## src/rtl/ofdm_symbol_scheduler.sv

```systemverilog
// ofdm_symbol_scheduler
// Sits between the QAM mapper and IFFT64. Collects 48 mapped data symbols,
// then streams one 64-bin frequency-domain frame (data, pilots, nulls) as a
// contiguous out_en burst, followed by an idle gap of GAP_CYC cycles so the
// IFFT pipeline can drain before the next symbol starts.
// Optional build macro PILOT_SCRAMBLE_EN: per-symbol pilot polarity taken
// from a 7-bit LFSR (x^7+x^4+1, seed 7'h7F); without it pilots are fixed.
//
// state | meaning
// FILL  | accepting mapper samples into the 48-entry buffer
// EMIT  | streaming bins 0..63 with out_en high
// GAP   | idle for GAP_CYC cycles, then back to FILL
module ofdm_symbol_scheduler #(
    parameter int                       DATA_W    = 16,
    parameter logic signed [DATA_W-1:0] PILOT_AMP = 16'sd8192,
    parameter int                       GAP_CYC   = 64
) (
    input  logic              clk,
    input  logic              reset,
    input  logic              flush,
    input  logic              in_valid,
    output logic              in_ready,
    input  logic [DATA_W-1:0] in_x,
    input  logic [DATA_W-1:0] in_y,
    output logic              out_en,
    output logic [DATA_W-1:0] out_x,
    output logic [DATA_W-1:0] out_y,
    output logic [5:0]        out_idx,
    output logic              sym_start,
    output logic              busy,
    output logic [15:0]       sym_count
);

    typedef enum logic [1:0] {ST_FILL, ST_EMIT, ST_GAP} state_t;

    localparam int GAP_W = (GAP_CYC > 1) ? $clog2(GAP_CYC) : 1;
    localparam logic [GAP_W-1:0] GAP_LOAD = GAP_W'(GAP_CYC - 1);
    localparam logic signed [DATA_W-1:0] AMP_MIN = {1'b1, {(DATA_W-1){1'b0}}};
    localparam logic signed [DATA_W-1:0] AMP_MAX = {1'b0, {(DATA_W-1){1'b1}}};
    // Saturate so a full-scale negative PILOT_AMP cannot wrap when negated.
    localparam logic signed [DATA_W-1:0] PILOT_NEG = (PILOT_AMP == AMP_MIN) ? AMP_MAX : -PILOT_AMP;

    state_t              state, state_nxt;
    logic [5:0]          fill_cnt;
    logic [GAP_W-1:0]    gap_cnt;
    logic [2*DATA_W-1:0] sample_buf [48];
    logic                accept, wr_en, fill_done, emit_last, gap_done, emit_load;
    logic [5:0]          bin_nxt, entry;
    logic                is_data, pilot_flip;
    logic [DATA_W-1:0]   x_nxt, y_nxt;

    assign accept    = in_valid && in_ready;
    assign wr_en     = (state == ST_FILL) && accept && !flush;
    assign fill_done = wr_en && (fill_cnt == 6'd47);
    assign emit_last = (state == ST_EMIT) && (out_idx == 6'd63);
    assign gap_done  = (state == ST_GAP) && (gap_cnt == '0);
    // Outputs are loaded one edge ahead: bin 0 on the 48th accept, then every EMIT cycle but the last.
    assign emit_load = fill_done || ((state == ST_EMIT) && !emit_last);

    // State register
    always_ff @(posedge clk or posedge reset) begin
        if (reset) state <= ST_FILL;
        else       state <= state_nxt;
    end

    // Next-state logic
    always_comb begin
        state_nxt = state;
        case (state)
            ST_FILL: if (fill_done) state_nxt = ST_EMIT;
            ST_EMIT: if (emit_last) state_nxt = ST_GAP;
            ST_GAP:  if (gap_done)  state_nxt = ST_FILL;
            default: state_nxt = ST_FILL;
        endcase
    end

    // State-decoded outputs; in_ready is held low for the whole reset assertion
    always_comb begin
        in_ready = (state == ST_FILL) && !reset;
        busy     = (state == ST_EMIT) || (state == ST_GAP);
    end

    // Fill pointer: flush wins over a coincident accept
    always_ff @(posedge clk or posedge reset) begin
        if (reset) begin
            fill_cnt <= '0;
        end else if (state == ST_FILL) begin
            if (flush)       fill_cnt <= '0;
            else if (accept) fill_cnt <= fill_cnt + 6'd1;
        end else if (emit_last) begin
            fill_cnt <= '0;
        end
    end

    // Sample storage; contents are only meaningful up to fill_cnt, so no reset
    always_ff @(posedge clk) begin
        if (wr_en) sample_buf[fill_cnt] <= {in_x, in_y};
    end

    // Gap timer: down-counter, terminal count at zero
    always_ff @(posedge clk or posedge reset) begin
        if (reset)                            gap_cnt <= '0;
        else if (emit_last)                   gap_cnt <= GAP_LOAD;
        else if (state == ST_GAP && !gap_done) gap_cnt <= gap_cnt - 1'b1;
    end

`ifdef PILOT_SCRAMBLE_EN
    logic [6:0] lfsr;

    // Pilot polarity LFSR, advanced once per symbol on its last bin
    always_ff @(posedge clk or posedge reset) begin
        if (reset)          lfsr <= 7'h7F;
        else if (emit_last) lfsr <= {lfsr[5:0], lfsr[6] ^ lfsr[3]};
    end

    assign pilot_flip = lfsr[6] ^ lfsr[3];
`else
    assign pilot_flip = 1'b0;
`endif

    // Bin map for the next output sample: data bins read buffer entries in order
    always_comb begin
        bin_nxt = (state == ST_EMIT) ? out_idx + 6'd1 : 6'd0;
        entry   = '0;
        is_data = 1'b1;
        if      (bin_nxt >= 6'd1  && bin_nxt <= 6'd6)  entry = bin_nxt - 6'd1;
        else if (bin_nxt >= 6'd8  && bin_nxt <= 6'd20) entry = bin_nxt - 6'd2;
        else if (bin_nxt >= 6'd22 && bin_nxt <= 6'd26) entry = bin_nxt - 6'd3;
        else if (bin_nxt >= 6'd38 && bin_nxt <= 6'd42) entry = bin_nxt - 6'd14;
        else if (bin_nxt >= 6'd44 && bin_nxt <= 6'd56) entry = bin_nxt - 6'd15;
        else if (bin_nxt >= 6'd58)                      entry = bin_nxt - 6'd16;
        else                                            is_data = 1'b0;

        x_nxt = '0;
        y_nxt = '0;
        if (is_data)
            {x_nxt, y_nxt} = sample_buf[entry];
        else if (bin_nxt == 6'd7 || bin_nxt == 6'd21 || bin_nxt == 6'd43)
            x_nxt = pilot_flip ? PILOT_NEG : PILOT_AMP;
        else if (bin_nxt == 6'd57)
            x_nxt = pilot_flip ? PILOT_AMP : PILOT_NEG;
    end

    // Registered frame outputs; zeroed whenever no burst sample is being driven
    always_ff @(posedge clk or posedge reset) begin
        if (reset) begin
            out_en    <= 1'b0;
            out_x     <= '0;
            out_y     <= '0;
            out_idx   <= '0;
            sym_start <= 1'b0;
        end else if (emit_load) begin
            out_en    <= 1'b1;
            out_x     <= x_nxt;
            out_y     <= y_nxt;
            out_idx   <= bin_nxt;
            sym_start <= (bin_nxt == 6'd0);
        end else begin
            out_en    <= 1'b0;
            out_x     <= '0;
            out_y     <= '0;
            out_idx   <= '0;
            sym_start <= 1'b0;
        end
    end

    // Completed-symbol counter, wraps naturally at 16 bits
    always_ff @(posedge clk or posedge reset) begin
        if (reset)          sym_count <= '0;
        else if (emit_last) sym_count <= sym_count + 16'd1;
    end

endmodule

```

## config.mk

```make
export PLATFORM = sky130hd
export DESIGN_NAME = ofdm_symbol_scheduler
export DESIGN_NICKNAME = d
export VERILOG_FILES = /design/src/rtl/ofdm_symbol_scheduler.sv
export SDC_FILE = /design/constraint.sdc
export NUM_CORES = 2
export LEC_CHECK = 0
export BUFFER_PORTS_ARGS = -buffer_cell sky130_fd_sc_hd__buf_2
export CAP_MARGIN = 5
export CORE_ASPECT_RATIO = 0.6
export CORE_UTILIZATION = 59
export CTS_BUF_LIST = sky130_fd_sc_hd__clkbuf_8
export CTS_CLUSTER_SIZE = 28
export DETAILED_ROUTE_END_ITERATION = 6
export GPL_ROUTABILITY_DRIVEN = 0
export MAX_ROUTING_LAYER = met4
export PLACE_DENSITY_LB_ADDON = 0.25
export SYNTH_ARGS = -nofsm -noshare
export SYNTH_HDL_FRONTEND = slang
export SYNTH_SLANG_ARGS = --single-unit
```

## constraint.sdc

```tcl
create_clock -name clk -period 4.3 [get_ports clk]
set_input_delay 0.215 -clock clk [delete_from_list [all_inputs] [get_ports clk]]
set_output_delay 0.215 -clock clk [all_outputs]
set_load 0.05 [all_outputs]
```

==> results.py <==
metrics = {
    "finish": {
        "drive_gt1_share_pct": 23.9,
        "fill_cells": 6394,
        "area_growth_pct": 23.2,
        "nets": 5703,
        "final_cells": 7260,
    },
    "clock_network": {
        "clkTransAtPathRegs_ps": 70,
        "ctsRootBufferMaster": "clkbuf_8",
        "numCtsBuffers": 215,
        "clkSinkCount": 1606,
        "max-clock-path-buffers": 3,
        "htreeDepth": 4,
        "tritoncts": "built",
        "clk_latency_ps": 940,
    },
    "setup_path": {
        "slowest_stage": "dfrtp_2",
        "worstSetupPathType": "reg -> reg",
        "worstSetupEndpointType": "register",
        "r2r_slack_ps": -310,
        "required_ps": 5130,
        "arrival_ps": 5440,
        "path_max_fanout": 7,
        "crit_buf_inv": 5,
        "path_cells": "ha_4 > and3_4 > xnor2_4 > nand2b_4 > inv_6 > ha_4 > nand2b_1 > mux2i_1 > o311ai_2 > and4_4 > a21oi_4 > o211ai_4 > buf_8 > nand2_8 > buf_4 > clkbuf_16 > a211oi_1 > a31oi_1 > o22ai_2 > nor4b_2 > buf_4 > a21o_1",
        "crit_path_max_incr_delay_ps": 440,
        "crit_family": "compound AO/OA/AOI/OAI gates",
        "startpoint_type": "register",
    },
    "run_status": {
        "violations": "DRC, setup timing",
        "status": "finished, violations left",
    },
    "synthesis": {
        "netlist.area_leader.share_pct": 71.1,
        "syn_avg_cell_area_um2": 13.1,
        "yosys_warnings": 0,
        "synth.most_common_cell": "edfxtp_1",
        "synthCells": 4954,
        "synth_edf_count": 1536,
        "ys_types": 79,
        "yosys.area.top_type": "edfxtp_1",
        "synth_area_um2": 64800,
        "yosysSeqAreaShare_pct": 73.8,
        "synthTopCellsByArea": "edfxtp_1, nand2_1, nand3_1",
        "async_flop_share_pct": 4.36,
        "ys_ff_latch": 1606,
        "yosys-top-cells-count": "edfxtp_1, nand2_1, nand3_1",
        "synth_flop_cell": "edfxtp_1",
        "synth_nets": 5013,
    },
    "sta": {
        "setup_tns_ps": -7370,
        "relSlewSlack_pct": 24.7,
        "min_period_ps": 4610,
        "timing.fmax_mhz": 217,
        "layout_setup_ws_ps": -306,
        "worstMarginPinSlew_ps": 1130,
        "fin_crit_sh_pct": 107,
        "finalSetupViolations": 32,
        "final.setup_skew_ps": 47.5,
        "hold_violations": 0,
        "drv_slew": 0,
        "grt_setup_unrepaired": "true",
        "timing.hold.ws_ps": 33.3,
    },
    "power": {
        "pwr_density_cell_nw_per_um2": 355,
        "leakage_nw": 29.2,
        "peakVddDrop_mv": 0.340,
    },
    "detailed_routing": {
        "vias": 47500,
        "vias_per_cell": 6.54,
        "drc_errors": 2,
        "firstDrtPassIters": 7,
        "wl_um": 205000,
        "drt_iter0_markers": 8485,
        "avgRoutedWirePerCell_um": 28.2,
        "ant_nets": 0,
    },
    "floorplan": {
        "die_area_um2": 111000,
        "io_pins": 94,
        "chipHeight_um": 259,
        "die-width_um": 430,
        "num_rows": 93,
        "core_um2": 108000,
        "start_util_pct": 60.0,
    },
    "grt": {
        "met2_usage_pct": 49.0,
        "grt.total_usage_pct": 36.3,
        "grt-busiest-layer": "met1",
        "gr-usage-met1_pct": 52.9,
        "grt_pass1_wl_um": 286000,
        "grt_overflow": 0,
        "grt_pass1_vias": 43500,
        "met3_usage_pct": 11.5,
        "antenna_found_initial": 16,
        "grt_max_degree": 86,
    },
    "place": {
        "post-place-ws_ps": -790,
        "dp_hpwl_um": 110000,
        "dp_cells": 6665,
        "port_buffers": 93,
    },
    "hold_path": {
        "hold_path_class": "in -> reg",
    },
    "flow_run": {
        "cap_violations": 0,
    },
}
per-stage QoR:
stage	utilization, %	area [µm²]	power, mW
floorplan	-	64900	17.5
global placement	65.7	71000	17.8
detailed placement	65.7	71000	17.8
CTS	72.1	78000	28.3
global route	73.9	79900	29.0
finish	73.9	79900	28.4
worst paths after layout:
check | startpoint | end | depth (start not counted)
max in group asynchronous | reset | out_y[2] | 5
min in group asynchronous | reset | sym_count[9] | 4
hold reg to reg | sym_count[15] | sym_count[15] | 1
hold / removal | in_y[14] | sample_buf[41][14] | 1
setup reg to reg | out_idx[0] | out_y[10] | 22
setup / recovery | out_idx[0] | out_y[10] | 22
power by group:
group / leakage (nW) / internal, mW / switching [mW]
clock: 2.36 / 5.10 / 5.76
sequential: 14.8 / 17.1 / 0.00640
combinational: 12.1 / 0.0559 / 0.319
layer usage:
layer	up-vias	wire length, µm
li1	19800	-
met1	23100	78200
met2	4092	86200
met3	484	34900
met4	0	5560
met5	-	0
flip-flops by register name (all words and copies together) (netlist names):
register and count:
gap_cnt 6, out_en 1, out_idx 6, sym_count 16, sample_buf 1536, sym_start 1
state 2, out_x 16, fill_cnt 6, out_y 16
cell families (layout without fill, tap and decap cells):
group	Yosys count	in the layout	share of synthesized area, %
other cells	0	16	0
compound gates	687	687	6.92
buf+inv	355	1217	2.49
flops	1606	1606	73.8
xor+xnor	33	33	0.469
mux	40	40	0.729
fa+ha+maj	23	23	0.444
simple gates	2210	2213	15.1
layout make-up:
type	instances	area (µm²)	area share, %
Timing Repair Buffer	800	8490	10.6
Sequential cell	1606	47900	60.0
Clock inverter	165	783	0.981
Clock buffer	227	3120	3.91
Antenna cell	16	40.0	0.0501
Multi-Input combinational cell	2996	17700	22.1
Inverter	25	100	0.125
Tap cell	1425	1780	2.23
cell usage in the layout (no fill, tap or decap), drive strengths merged, types with 11 or more instances in the layout:
cell,Yosys,routed
nand2,1277,1279
dlygate4sd3,0,35
a21oi,202,202
bufbuf,0,11
nor2,92,92
ha,23,23
nor4b,29,29
mux2i,31,31
xnor2,25,25
nand4,14,14
a211oi,131,131
buf,213,732
nand3,568,568
a21o,30,30
and3,137,137
a22oi,40,40
a31oi,158,158
inv,25,125
o211ai,12,12
dfrtp,70,70
nor3,17,17
diode,0,16
and2,11,11
o22ai,31,31
nor4,31,31
clkinv,0,59
o21ai,30,30
clkbuf,117,249
edfxtp,1536,1536
repair_timing:
item                       in CTS  in global routing
setup endpoints to repair      32                 32
resized for setup             281                198
cloned                         24                 22
pin swaps                      90                 77
hold buffers                   35                  0
hold endpoints to repair     1346                  0
buffers inserted               68                 46
Power figures use the tool's default switching activity.
